## src/rtl/ring_phase_monitor.sv

```systemverilog
// Watches the one-hot output of ring_counter: decodes the phase, checks left rotation,
// tracks lock/fault state, counts revolutions and (saturating) illegal transitions.
module ring_phase_monitor #(
   parameter int N        = 4,
   parameter int LOCK_CNT = 3,
   parameter int REV_W    = 8,
   parameter int ERR_W    = 8
) (
   input  logic                 clk,
   input  logic                 rst,
   input  logic [N-1:0]         count_in,
   input  logic                 clr_err,
   output logic [$clog2(N)-1:0] phase,
   output logic                 phase_vld,
   output logic                 wrap,
   output logic [REV_W-1:0]     rev_cnt,
   output logic                 locked,
   output logic                 fault,
   output logic [ERR_W-1:0]     err_cnt
);

   localparam int PW   = $clog2(N);
   localparam int GR_W = $clog2(LOCK_CNT + 1);

   typedef enum logic [1:0] {SYNC, LOCKED, FAULT} state_t;

   state_t            state_q, state_d;
   logic [N-1:0]      prev_q, prev_d;
   logic              prev_ok_q, prev_ok_d;
   logic [GR_W-1:0]   good_run_q, good_run_d;
   logic [PW-1:0]     phase_q, phase_d;
   logic              phase_vld_q, phase_vld_d;
   logic              wrap_q, wrap_d;
   logic [REV_W-1:0]  rev_q, rev_d;
   logic [ERR_W-1:0]  err_q, err_d;

   logic              oh_ok;
   logic              legal;
   logic [PW-1:0]     phase_idx;
   logic [ERR_W-1:0]  err_base;
   logic [ERR_W-1:0]  err_inc;

   always_comb begin
      oh_ok     = (count_in != '0) && ((count_in & (count_in - N'(1))) == '0);
      legal     = oh_ok && prev_ok_q && (count_in == {prev_q[N-2:0], prev_q[N-1]});
      phase_idx = '0;
      for (int i = 0; i < N; i++) begin
         if (count_in[i]) phase_idx = PW'(i);
      end
      // clr_err acts before any increment, so clear + illegal in LOCKED yields 1
      err_base = clr_err ? '0 : err_q;
      err_inc  = (err_base == '1) ? err_base : err_base + ERR_W'(1);
   end

   always_comb begin
      state_d     = state_q;
      good_run_d  = good_run_q;
      wrap_d      = 1'b0;
      rev_d       = rev_q;
      err_d       = err_base;
      prev_d      = count_in;
      prev_ok_d   = oh_ok;
      phase_d     = oh_ok ? phase_idx : phase_q;
      phase_vld_d = oh_ok;
      case (state_q)
         SYNC: begin
            if (legal) begin
               if (int'(good_run_q) + 1 >= LOCK_CNT) begin
                  state_d    = LOCKED;
                  good_run_d = '0;
               end else begin
                  good_run_d = good_run_q + GR_W'(1);
               end
            end else begin
               good_run_d = '0;
            end
         end
         LOCKED: begin
            if (legal) begin
               if (count_in[0]) begin
                  wrap_d = 1'b1;
                  rev_d  = rev_q + REV_W'(1);
               end
            end else begin
               state_d = FAULT;
               err_d   = err_inc;
            end
         end
         FAULT: begin
            if (clr_err) begin
               state_d    = SYNC;
               good_run_d = '0;
            end else if (!legal) begin
               err_d = err_inc;
            end
         end
         default: begin
            state_d    = SYNC;
            good_run_d = '0;
         end
      endcase
   end

   always_ff @(posedge clk or negedge rst) begin
      if (!rst) begin
         state_q     <= SYNC;
         prev_q      <= '0;
         prev_ok_q   <= 1'b0;
         good_run_q  <= '0;
         phase_q     <= '0;
         phase_vld_q <= 1'b0;
         wrap_q      <= 1'b0;
         rev_q       <= '0;
         err_q       <= '0;
      end else begin
         state_q     <= state_d;
         prev_q      <= prev_d;
         prev_ok_q   <= prev_ok_d;
         good_run_q  <= good_run_d;
         phase_q     <= phase_d;
         phase_vld_q <= phase_vld_d;
         wrap_q      <= wrap_d;
         rev_q       <= rev_d;
         err_q       <= err_d;
      end
   end

   assign phase     = phase_q;
   assign phase_vld = phase_vld_q;
   assign wrap      = wrap_q;
   assign rev_cnt   = rev_q;
   assign locked    = (state_q == LOCKED);
   assign fault     = (state_q == FAULT);
   assign err_cnt   = err_q;

endmodule

```

## config.mk

```make
export PLATFORM = sky130hd
export DESIGN_NAME = ring_phase_monitor
export DESIGN_NICKNAME = d
export VERILOG_FILES = /design/src/rtl/ring_phase_monitor.sv
export SDC_FILE = /design/constraint.sdc
export NUM_CORES = 1
export LEC_CHECK = 0
export ABC_AREA = 1
export ABC_CLOCK_PERIOD_IN_PS = 2700
export CORE_MARGIN = 8
export CORE_UTILIZATION = 56
export CTS_CLUSTER_SIZE = 25
export DETAILED_ROUTE_END_ITERATION = 6
export GPL_TIMING_DRIVEN = 0
export HOLD_SLACK_MARGIN = 0.08
export PLACE_DENSITY = 0.92
export SLEW_MARGIN = 30
export SYNTH_ARGS = -nofsm -noshare
export SYNTH_HDL_FRONTEND = slang
export SYNTH_SLANG_ARGS = --single-unit
```

## constraint.sdc

```tcl
create_clock -name clk -period 2.7 [get_ports clk]
set_clock_uncertainty 0.15 [all_clocks]
set_input_delay 0.405 -clock clk [delete_from_list [all_inputs] [get_ports clk]]
set_output_delay 0.405 -clock clk [all_outputs]
set_load 0.01 [all_outputs]
```

# Yosys cells after proc, flatten, opt, wreduce, memory -nomap -nowiden
# Index checks and enable logic that the tools add are counted.
# totals
reg_bits	28
input_bits	7
wordCells	52
# classes
n_bitwise	2
n_lt_le_gt_ge	1
n_addsub	5
reduce_logical	9
n_eq_ne	8
mux	19
# op_table
cell	n
$mux 8	4
$add 8x1->8 const B	2
$mux 2	8
$pmux 8 s2	1
$pmux 2 s3	2
$eq 8x8->1 const B	1
$ne 2x2->1 const B	4
$and 4x4->4	1
$eq 4x4->1	1
$logic_not 4->1	1
$mux 1	4
$reduce_and 4->1	1
$reduce_bool 4->1	1
$sub 4x1->4 const B	1
$add 2x1->3 const B	1
$ge 3x2->1 const B	1
$logic_and 1x1->1	3
$reduce_and 3->1	1
$add 2x1->2 const B	1
$eq 2x1->1 const B	1
$eq 2x2->1 const B	1
$logic_not 2->1	1
$reduce_and 2->1	1
$not 1->1	1

# Longest topological paths before layout
# Gate-level depths: netlist of the first run.
# depth
ltp_word	9
depth_mapped	12
depth_no_buf	12

# Least setup slack after synthesis of the first run
# No wires, ideal clock.
# synth_path
kind	register to register
startpoint	reg err_q[0], in the netlist err_cnt[0]
endpoint	reg err_q[0], in the netlist err_cnt[0]
setup_slack_ps	779
path_buffers	0
t_arrival_ps	1698
synth_period_minus_slack_ps	1921
stages_incl_launch_ff	12
setup_time_ps	73
required_ps	2477
path_cell_list	dfrtp_1 inv_1 nor2_1 ha_1 nand2_1 nor2_1 nand3_1 nor2_1 nor2_2 nand2_1 nand2_1 a21oi_2
# synth_between
elab_chain_len	6
elab_cells_between_ends	7
cone_classes	1 x add/sub; 1 x eq/ne; 5 x mux
# synth_lines
element	line_no	rtl
start: declaration	35	logic [ERR_W-1:0] err_q, err_d;
start signal: assignment	124	err_q <= err_d;
$mux 8 *	51	err_base = clr_err ? '0 : err_q;
$add 8x1->8 or $eq 8x8->1 (tied branches)	52	err_inc = (err_base == '1) ? err_base : err_base + ERR_W'(1);
$mux 8	52	
$mux 8	79, 93	
$mux 8	90	if (clr_err) begin
$pmux 8 s2 *	65	case (state_q)
via err_d[0]	35	
# Mark *: on every way through the listed nets, which the timed path passes. The rest lies on a longest branch.
# A chain may end at the register's enable or synchronous reset.

# Worst setup path after layout of the first run
# layout_path
startpoint	in clr_err
endpoint	reg err_q[0], in the netlist err_cnt[0]
# layout_between
elab_chain_len	6
elab_cells_between_ends	7
cone_classes	1 x add/sub; 1 x eq/ne; 5 x mux
# layout_lines
element	line_no	rtl
start: declaration	12	input logic clr_err,
$mux 8	51	
$add 8x1->8 or $eq 8x8->1 (tied branches)	52	
$mux 8	52	
$mux 8	79, 93	
$mux 8	90	
$pmux 8 s2 *	65	
via err_d[0]	35	
# Marked as above.

==> impl_metrics.toml, run 1 <==
[run_status]
outcome = "completed"

[sta]
rsz0062_at_grt = "false"
period_needed_ns = 2.412
relSlewSlack_pct = 58.72
worst_pin_slew_ns = 0.6192
setup-violations-final = 0
fin_crit_sh_pct = 89.33
max_freq_mhz = 414.6
hold_viol = 0
slew_viol_final = 0

[cts]
clk_pin_slew_ns = 0.15
numCtsBuffers = 3
cts-root-buf = "clkbuf_4"
worst_skew_pair.late_latency_ns = 0.32
cts_buffer_depth = 2
cts_setup_buffers = 0
cts_tree = "done"
htreeDepth = 1
clock_sinks = 28

[synth]
postSynthCellCount = 228
synth_seq_area_share_pct = 41.54
synth_commonest_cells = "72 x nand2_1, 41 x inv_1, 28 x dfrtp_1, 22 x nor2_1, 11 x nand3_1"
ys_ff_latch = 28
synth_most_common_cell = "nand2_1"
async_flop_share_pct = 100.0
yosysWarnings = 0
synth_area_um2 = 1687
yosys.area.top_type_share_pct = 41.54
synth_top_cells_by_area = "dfrtp_1 42%, nand2_1 16%, inv_1 9.1%, nor2_1 4.9%, ha_1 4.5%"
synth_fp_nets = 241
synth-edff-count = 0
syn_area_per_cell_um2 = 7.397
synth_flop_cell = "dfrtp_1"
yosys.area.top_type = "dfrtp_1"
synth.distinct_cells = 25

[pwr]
p_leak_nw = 1.093
finalPower_w = 0.001168
peakVddDrop_mv = 0.4796
power_density_nw_per_um2 = 570.0

[die]
io_pins = 29
die_area_um2 = 5024
core_um2 = 2953
die_w_um = 70.88
start_util_pct = 57.12
rows = 20
die_h_um = 70.88

[min_path]
holdCritStartpoint = "phase[1]$_DFFE_PN0N_"
min_path_cells = 2
hold_end = "phase[1]$_DFFE_PN0N_"
hp-class = "reg -> reg"

[setup_path]
r2r_slack_ns = 0.57
r2r_end = "err_cnt[0]$_DFF_PN0_"
start_kind = "input pin"
criticalPathCategory = "in -> reg"
cp-end-kind = "flip-flop"
crit_arrival_ns = 2.53
required_ns = 2.82
r2r_start = "err_cnt[0]$_DFF_PN0_"
cp_max_fo = 6
reg2reg_depth = 11

[routing]
vias = 1480
avgViaCountPerCell = 5.034
drtIter0Drc = 107
routed_wl_um = 3444
detail-route-antenna-nets = 0
drc = 0
wire_per_inst_um = 11.71
dr.pass1.iters = 4

[layout]
antenna_cells = 0
area_growth_pct = 21.51
final_nets = 275
final_util_pct = 69.41
final_layout_size_suffix_gt1_share_pct = 8.429

[global_routing]
grt_pass1_wl_um = 6072
grt_usage_pct = 14.55
grt_max_degree = 29
overflow = 0
antenna_found_initial = 0
grt_pass1_vias = 1380

[job]
max_cap_violations = 0

[placement]
port_buffers = 28
hpwlAfterDp_um = 2625
finalWeightedCongestion = 0.9155
routing by layer:
| layer | wire, um | share of wire [%] | GRT usage [%] | vias to the layer above |
|---|---|---|---|---|
| met5 | 0 | 0 | 0 | - |
| met4 | 59 | 1.7 | 6.928 | 0 |
| met3 | 167 | 4.8 | 2.119 | 7 |
| met2 | 1720 | 50 | 24.92 | 39 |
| met1 | 1497 | 43 | 17.39 | 656 |
| li1 | - | - | - | 778 |
where the power goes:
part / internal, W / leakage [nW] / switching, W
clock network: 0.0000825 / 0.0210 / 0.000122
logic: 0.000175 / 0.706 / 0.000297
registers: 0.000464 / 0.366 / 0.0000261
metrics by stage:
stage	TNS [ns]	setup WS [ns]	hold slack, ns	cell area (um2)	cells
floorplan	0	0.7791	-0.04059	1687	228
global placement	-0.02687	-0.02687	0.3411	2008	289
detailed placement	-0.01909	-0.01909	0.3044	2003	289
CTS	0	0.3285	0.3819	2049	294
global route	0	0.05990	0.4083	2049	294
finish	0	0.2880	0.3745	2049	294
timing repair:
action / in CTS / in global routing
hold buffers: 1 / 0
setup endpoints to repair: 0 / 0
resized for setup: 0 / 0
endpoints found under the hold margin: 28 / 0
final cells by class:
type	count	area [um2]
fill	254	903.4
inverter	42	157.7
buffer	2	8.758
sequential	28	700.7
timing repair buffer	29	285.3
multi-input combinational	156	819.5
tap	33	41.29
clock buffer	4	36.28
sequential cells by signal, indices dropped and copies added, names as in the netlist:
name / flops
err_cnt: 8
good_run_q: 2
phase: 2
phase_vld: 1
prev_q: 4
rev_cnt: 8
state_q: 2
wrap: 1
cells by family after synthesis:
kind of cell,Yosys count,synth area share (%)
xor gates and xnor gates,7,3.635
buffers and inverters,44,9.866
DFF,28,41.54
and+or+nand+nor,128,35.09
AOI/OAI and AO/OA,15,5.416
adders and majority gates,6,4.451
worst max path at each step:
stage	start	to	slack [ns]	cells past startpoint
floorplan	err_cnt[0]$_DFF_PN0_	err_cnt[0]$_DFF_PN0_	0.78	11
global placement	clr_err	err_cnt[0]$_DFF_PN0_	-0.03	11
detailed placement	clr_err	err_cnt[0]$_DFF_PN0_	-0.02	11
CTS	clr_err	err_cnt[0]$_DFF_PN0_	0.33	11
global route	clr_err	err_cnt[0]$_DFF_PN0_	0.06	11
finish	clr_err	err_cnt[0]$_DFF_PN0_	0.29	11
worst max-delay path: stages:
cell	delay (ns)
clkdlybuf4s50_1	0.53
nor2_1	0.30
ha_1	0.25
nand2_1	0.09
nor2_1	0.26
nand3_1	0.15
nor2_1	0.18
nor2_2	0.09
nand2_1	0.07
nand2_1	0.07
a21oi_2	0.14
layout by cell type, fill, tap and decap left out, types with 6 or more instances in the layout:
master / n
nand4_1: 8
ha_1: 6
dfrtp_1: 28
inv_1: 41
nand2_1: 72
clkdlybuf4s50_1: 27
nor2_1: 22
nor2_2: 6
nand3_1: 11
Note: power is estimated with default switching activity, not from simulation.
==> run 2: changes to the inputs <==
Settings changed: ABC_AREA 1 to unset, CORE_UTILIZATION 56 to 55, CTS_CLUSTER_DIAMETER set to 30, PLACE_DENSITY 0.92 to 0.91.
==> impl_metrics.toml, run 2 <==
[synth]
synth-edff-count = 0
yosys.area.top_type = "dfrtp_1"
synth_commonest_cells = "28 x dfrtp_1, 9 x nand2_1, 9 x o21ai_0"
yosysWarnings = 0
synth_area_um2 = 1564
yosys.area.top_type_share_pct = 44.80
async_flop_share_pct = 100.0
syn_area_per_cell_um2 = 10.43
synth_seq_area_share_pct = 44.80
synth_flop_cell = "dfrtp_1"
synth_top_cells_by_area = "dfrtp_1 45%, ha_1 4.8%, xnor2_1 4.5%, nor2b_1 3.2%, o21ai_0 2.9%"
postSynthCellCount = 150
synth_most_common_cell = "dfrtp_1"
ys_ff_latch = 28
synth_fp_nets = 163
synth.distinct_cells = 43

[layout]
fillerInstances = 194
final_nets = 196
seq_area_um2 = 700.7
multiInputGateArea_um2 = 795.8
stdcell_area_um2 = 1939
layout_commonest_cell = "dfrtp_1"
final_cells = 213
final_cell_mix = "28 x dfrtp_1, 27 x clkdlybuf4s50_1, 9 x nand2_1, 9 x o21ai_0"
antenna_cells = 0
final_layout_size_suffix_gt1_share_pct = 12.09
final_util_pct = 70.94
area_growth_pct = 24.00

[cts]
numCtsBuffers = 3
clock_sinks = 28
cts_tree = "done"
cts_buffer_depth = 2
cts-root-buf = "clkbuf_4"
clk_pin_slew_ns = 0.15
worst_skew_pair.late_latency_ns = 0.34
cts_setup_buffers = 0
htreeDepth = 1

[pwr]
switching_share_pct = 35.30
power.internal_w = 0.0008394
peakVddDrop_mv = 0.4900
seq_power_share_pct = 37.2
comb_power_share_pct = 41.3
power_density_nw_per_um2 = 669.0
p_clk_share_pct = 21.5
p_sw_w = 0.0004580
p_leak_nw = 0.8190

[global_routing]
grt_pass1_wl_um = 5830
grt_usage_pct = 14.18
met3_usage_pct = 3.433
top_usage_layer = "met2"
grt_max_degree = 29
grt_pass1_vias = 1304
antenna_found_initial = 0
met1_usage_pct = 15.42
overflow = 0
use_met2_pct = 25.10

[routing]
detail-route-antenna-nets = 0
routed_wl_um = 3316
drc = 0
dr.pass1.iters = 4
wire_per_inst_um = 15.57
drtIter0Drc = 51
vias = 1258
avgViaCountPerCell = 5.906

[min_path]
hp-class = "reg -> reg"
hold_end = "rev_cnt[7]$_DFFE_PN0P_"
holdCritStartpoint = "rev_cnt[7]$_DFFE_PN0P_"
min_path_cells = 1

[die]
die_area_um2 = 4806
rows = 19
die_h_um = 69.33
io_pins = 29
core_um2 = 2734
die_w_um = 69.33
start_util_pct = 57.21

[setup_path]
crit_arrival_ns = 2.71
critPathMaxStageDelay_ns = 0.50
reg2reg_depth = 7
start_kind = "input pin"
r2r_slack_ns = 0.38
cp_max_fo = 10
r2r_start = "err_cnt[1]$_DFF_PN0_"
worstSetupStartpoint = "clr_err"
path_cells = "clkdlybuf4s50_1, clkbuf_4, nor2b_1, ha_1, and4b_1, and4_1, nand2b_1, or4_1, nand2_1"
cp-end-kind = "flip-flop"
r2r_end = "err_cnt[4]$_DFF_PN0_"
path_buf_inv = 2
cp_slowest_cell = "clkdlybuf4s50_1"
required_ns = 2.84
criticalPathCategory = "in -> reg"
crit_family = "simple AND/OR/NAND/NOR gates"

[sta]
setup-violations-final = 0
relSlewSlack_pct = 55.65
hold_viol = 0
fin_crit_sh_pct = 95.16
rsz0062_at_grt = "false"
slew_viol_final = 0
max_freq_mhz = 389.2
layout_setup_ws_ns = 0.1306
period_needed_ns = 2.569
worst_pin_slew_ns = 0.6592

[placement]
place_ws_ns = -0.3194
port_buffers = 28
finalWeightedCongestion = 0.7879
postPlaceCellArea_um2 = 1878
place_inst = 209
hpwlAfterDp_um = 2495

[job]
max_cap_violations = 0

[run_status]
outcome = "completed"
## run 2: stage by stage
stage,total power [W],setup TNS [ns],hold slack (ns)
6_report,0.001297,0,0.3420
5_1_grt,0.001380,0,0.3610
4_1_cts,0.001299,0,0.3514
3_5_place_dp,0.001015,-1.575,0.3038
3_3_place_gp,0.0009974,-1.156,0.3099
2_1_floorplan,0.0008467,0,-0.04059
## run 2: how the worst max path moves through the flow
stage / slack, ns / end / depth (start not counted)
finish: 0.13 / err_cnt[4]$_DFF_PN0_ / 9
detailed placement: -0.32 / err_cnt[4]$_DFF_PN0_ / 10
floorplan: 0.43 / err_cnt[4]$_DFF_PN0_ / 9
global placement: -0.28 / err_cnt[4]$_DFF_PN0_ / 10
global route: 0.07 / err_cnt[4]$_DFF_PN0_ / 9
CTS: 0.03 / err_cnt[4]$_DFF_PN0_ / 10
## run 2: timing repair
item                                    CTS  global route
hold endpoints to repair                 28             0
endpoints found under the setup margin    0             3
hold buffers                              1             0
resized for setup                         0             1
## run 2: area by class of cell
| class | count | area share (%) |
|---|---|---|
| Inverter | 4 | 0.7742 |
| Clock buffer | 3 | 1.161 |
| Sequential cell | 28 | 36.13 |
| Multi-Input combinational cell | 110 | 41.03 |
| Clock inverter | 1 | 1.548 |
| Tap cell | 31 | 2.000 |
| Buffer | 7 | 2.645 |
| Timing Repair Buffer | 29 | 14.71 |
## run 2: worst reg2reg max path, stage by stage, from the launching register on
cell and delay [ns]:
dfrtp_1 0.44, nor2b_1 0.18, ha_1 0.23, and4b_1 0.24, and4_1 0.30, nand2b_1 0.21
or4_1 0.46, nand2_1 0.06
## run 2: kinds of logic (layout without fill, tap and decap cells)
logic type      Yosys count  after routing  share of synthesized area, %
buf+inv                  12             44                         4.319
fa+ha+maj                 6              6                         4.800
xor+xnor                 12             12                         7.201
compound gates           28             28                         12.56
flops                    28             28                         44.80
mux                       4              4                         2.720
simple gates             60             60                         23.60
## run 2: power groups by stage
stage               Combinational (W)  Sequential [W]  Clock [W]
global route                 0.000588        0.000491   0.000301
CTS                          0.000536        0.000483   0.000281
floorplan                    0.000353        0.000493          0
detailed placement           0.000524        0.000490          0
finish                       0.000535        0.000483   0.000279
global placement             0.000510        0.000487          0
## run 2: metal layers
metal | wire [um] | up-vias
met3 | 180 | 6
met4 | 52 | 0
met5 | 0 | -
li1 | - | 601
met1 | 1370 | 617
met2 | 1712 | 34
==> run 3: changes to the inputs <==
Settings changed: ABC_AREA set to 1, CORE_UTILIZATION 55 to 56, PLACE_DENSITY 0.91 to 0.92, SLEW_MARGIN 30 to 10.
==> impl_metrics.toml, run 3 (synthesized netlist as in run 1, its figures left out) <==
[pwr]
seq_power_share_pct = 41.9
power_density_nw_per_um2 = 570.8
switching_share_pct = 38.25
p_sw_w = 0.0004474
p_clk_share_pct = 17.8
power.internal_w = 0.0007224
peakVddDrop_mv = 0.4874
comb_power_share_pct = 40.3
p_leak_nw = 1.093

[placement]
place_ws_ns = -0.04241
port_buffers = 28
hpwlAfterDp_um = 2640
finalWeightedCongestion = 0.9155

[die]
die_h_um = 70.88
core_um2 = 2953
die_w_um = 70.88
io_pins = 29
start_util_pct = 57.12
rows = 20
die_area_um2 = 5024

[cts]
numCtsBuffers = 3
cts_buffer_depth = 2
clock_sinks = 28
cts-root-buf = "clkbuf_4"
clk_pin_slew_ns = 0.15
cts_tree = "done"
worst_skew_pair.late_latency_ns = 0.33
htreeDepth = 1

[setup_path]
critPathMaxStageDelay_ns = 0.53
path_buf_inv = 1
cp_slowest_cell = "clkdlybuf4s50_1"
crit_family = "simple AND/OR/NAND/NOR gates"
start_kind = "input pin"
crit_arrival_ns = 2.53
r2r_start = "err_cnt[0]$_DFF_PN0_"
path_cells = "clkdlybuf4s50_1, nor2_1, ha_1, nand2_1, nor2_1, nand3_1, nor2_1, nor2_2, nand2_1, nand2_1, a21oi_2"
worstSetupStartpoint = "clr_err"
required_ns = 2.83
cp_max_fo = 6
criticalPathCategory = "in -> reg"
cp-end-kind = "flip-flop"

[routing]
wire_per_inst_um = 11.76
avgViaCountPerCell = 5.010
drc = 0
dr.pass1.iters = 4
vias = 1473
routed_wl_um = 3456
drtIter0Drc = 89
detail-route-antenna-nets = 0

[min_path]
hp-class = "reg -> reg"
holdCritStartpoint = "phase[1]$_DFFE_PN0N_"

[layout]
antenna_cells = 0
final_util_pct = 69.41
final_nets = 275
final_layout_size_suffix_gt1_share_pct = 8.429
area_growth_pct = 21.51
final_cell_mix = "72 x nand2_1, 41 x inv_1, 28 x dfrtp_1"
layout_commonest_cell = "nand2_1"

[run_status]
outcome = "completed"

[sta]
max_freq_mhz = 416.7
layout_setup_ws_ns = 0.3000
rsz0062_at_grt = "false"
slew_viol_final = 0
setup-violations-final = 0
period_needed_ns = 2.400
fin_crit_sh_pct = 88.89
hold_viol = 0
relSlewSlack_pct = 58.71
worst_pin_slew_ns = 0.6193

[global_routing]
grt_usage_pct = 14.87
overflow = 0
grt_pass1_vias = 1422
antenna_found_initial = 0
grt_max_degree = 29
grt_pass1_wl_um = 6196

[job]
max_cap_violations = 0
-- run 3: cell count changes in the layout (fill, tap and decap cells not counted), sizes merged, moves of 5 or more --
| cell | delta |
|---|---|
| nand2 | +66 |
| inv | +38 |
| nor2 | +25 |
| nor2b | -8 |
| nand3 | +6 |
| xnor2 | -6 |
| buf | -5 |
| o31ai | -5 |
-- run 3: cell type report --
cell class | count | area, um2
Sequential cell | 28 | 700.7
Clock buffer | 4 | 36.28
Inverter | 42 | 157.7
Tap cell | 33 | 41.29
Fill cell | 253 | 903.4
Buffer | 2 | 8.758
Timing Repair Buffer | 29 | 285.3
Multi-Input combinational cell | 156 | 819.5
-- run 3: power by group through the flow --
stage | Clock, W | Combinational (W) | Sequential (W)
2_1_floorplan | 0 | 0.000303 | 0.000506
3_3_place_gp | 0 | 0.000464 | 0.000497
3_5_place_dp | 0 | 0.000468 | 0.000499
4_1_cts | 0.000220 | 0.000473 | 0.000490
5_1_grt | 0.000229 | 0.000538 | 0.000495
6_report | 0.000209 | 0.000471 | 0.000490
-- run 3: worst min-delay path, delay by kind of cell (launching register included) --
kind / cells / cell delay (ns)
DFF: 1 / 0.37
and+or+nand+nor: 2 / 0.13
-- run 3: final timing paths --
check                                         endpoint  slack (ns)  cells past startpoint
min in group asynchronous       rev_cnt[1]$_DFFE_PN0P_        0.45                      2
max in group asynchronous       rev_cnt[0]$_DFFE_PN0P_        1.55                      2
worst max register to register    err_cnt[0]$_DFF_PN0_        0.57                     11
worst min-delay path              phase[1]$_DFFE_PN0N_        0.37                      2
worst min register to register    phase[1]$_DFFE_PN0N_        0.37                      2
worst max-delay path              err_cnt[0]$_DFF_PN0_        0.30                     11
-- run 3: timing repair --
item                                   in CTS  in global routing
hold buffers                                0                  1
setup endpoints to repair                   0                  0
setup buffers                               0                  0
endpoints found under the hold margin       0                 28
gates resized for setup                     0                  0
-- run 3: per-layer routing --
layer | part of all wire, % | routed length (um) | track usage [%] | vias up
met3 | 3.5 | 120 | 2.119 | 4
met5 | 0 | 0 | 0 | -
li1 | - | - | - | 773
met4 | 1.2 | 42 | 8.314 | 0
met2 | 52 | 1793 | 25.33 | 25
met1 | 43 | 1500 | 17.47 | 671
-- run 3: per-stage QoR --
stage	std cells	cell area, um2	power, W	setup TNS [ns]	hold WS [ns]
after floorplan	228	1687	0.0008091	0	-0.04059
after global placement	289	2008	0.0009615	-0.02687	0.3411
after detailed placement	289	2008	0.0009671	-0.05107	0.3439
after CTS	293	2044	0.001183	0	0.3817
after global routing	294	2049	0.001262	0	0.4086
final	294	2049	0.001170	0	0.3722
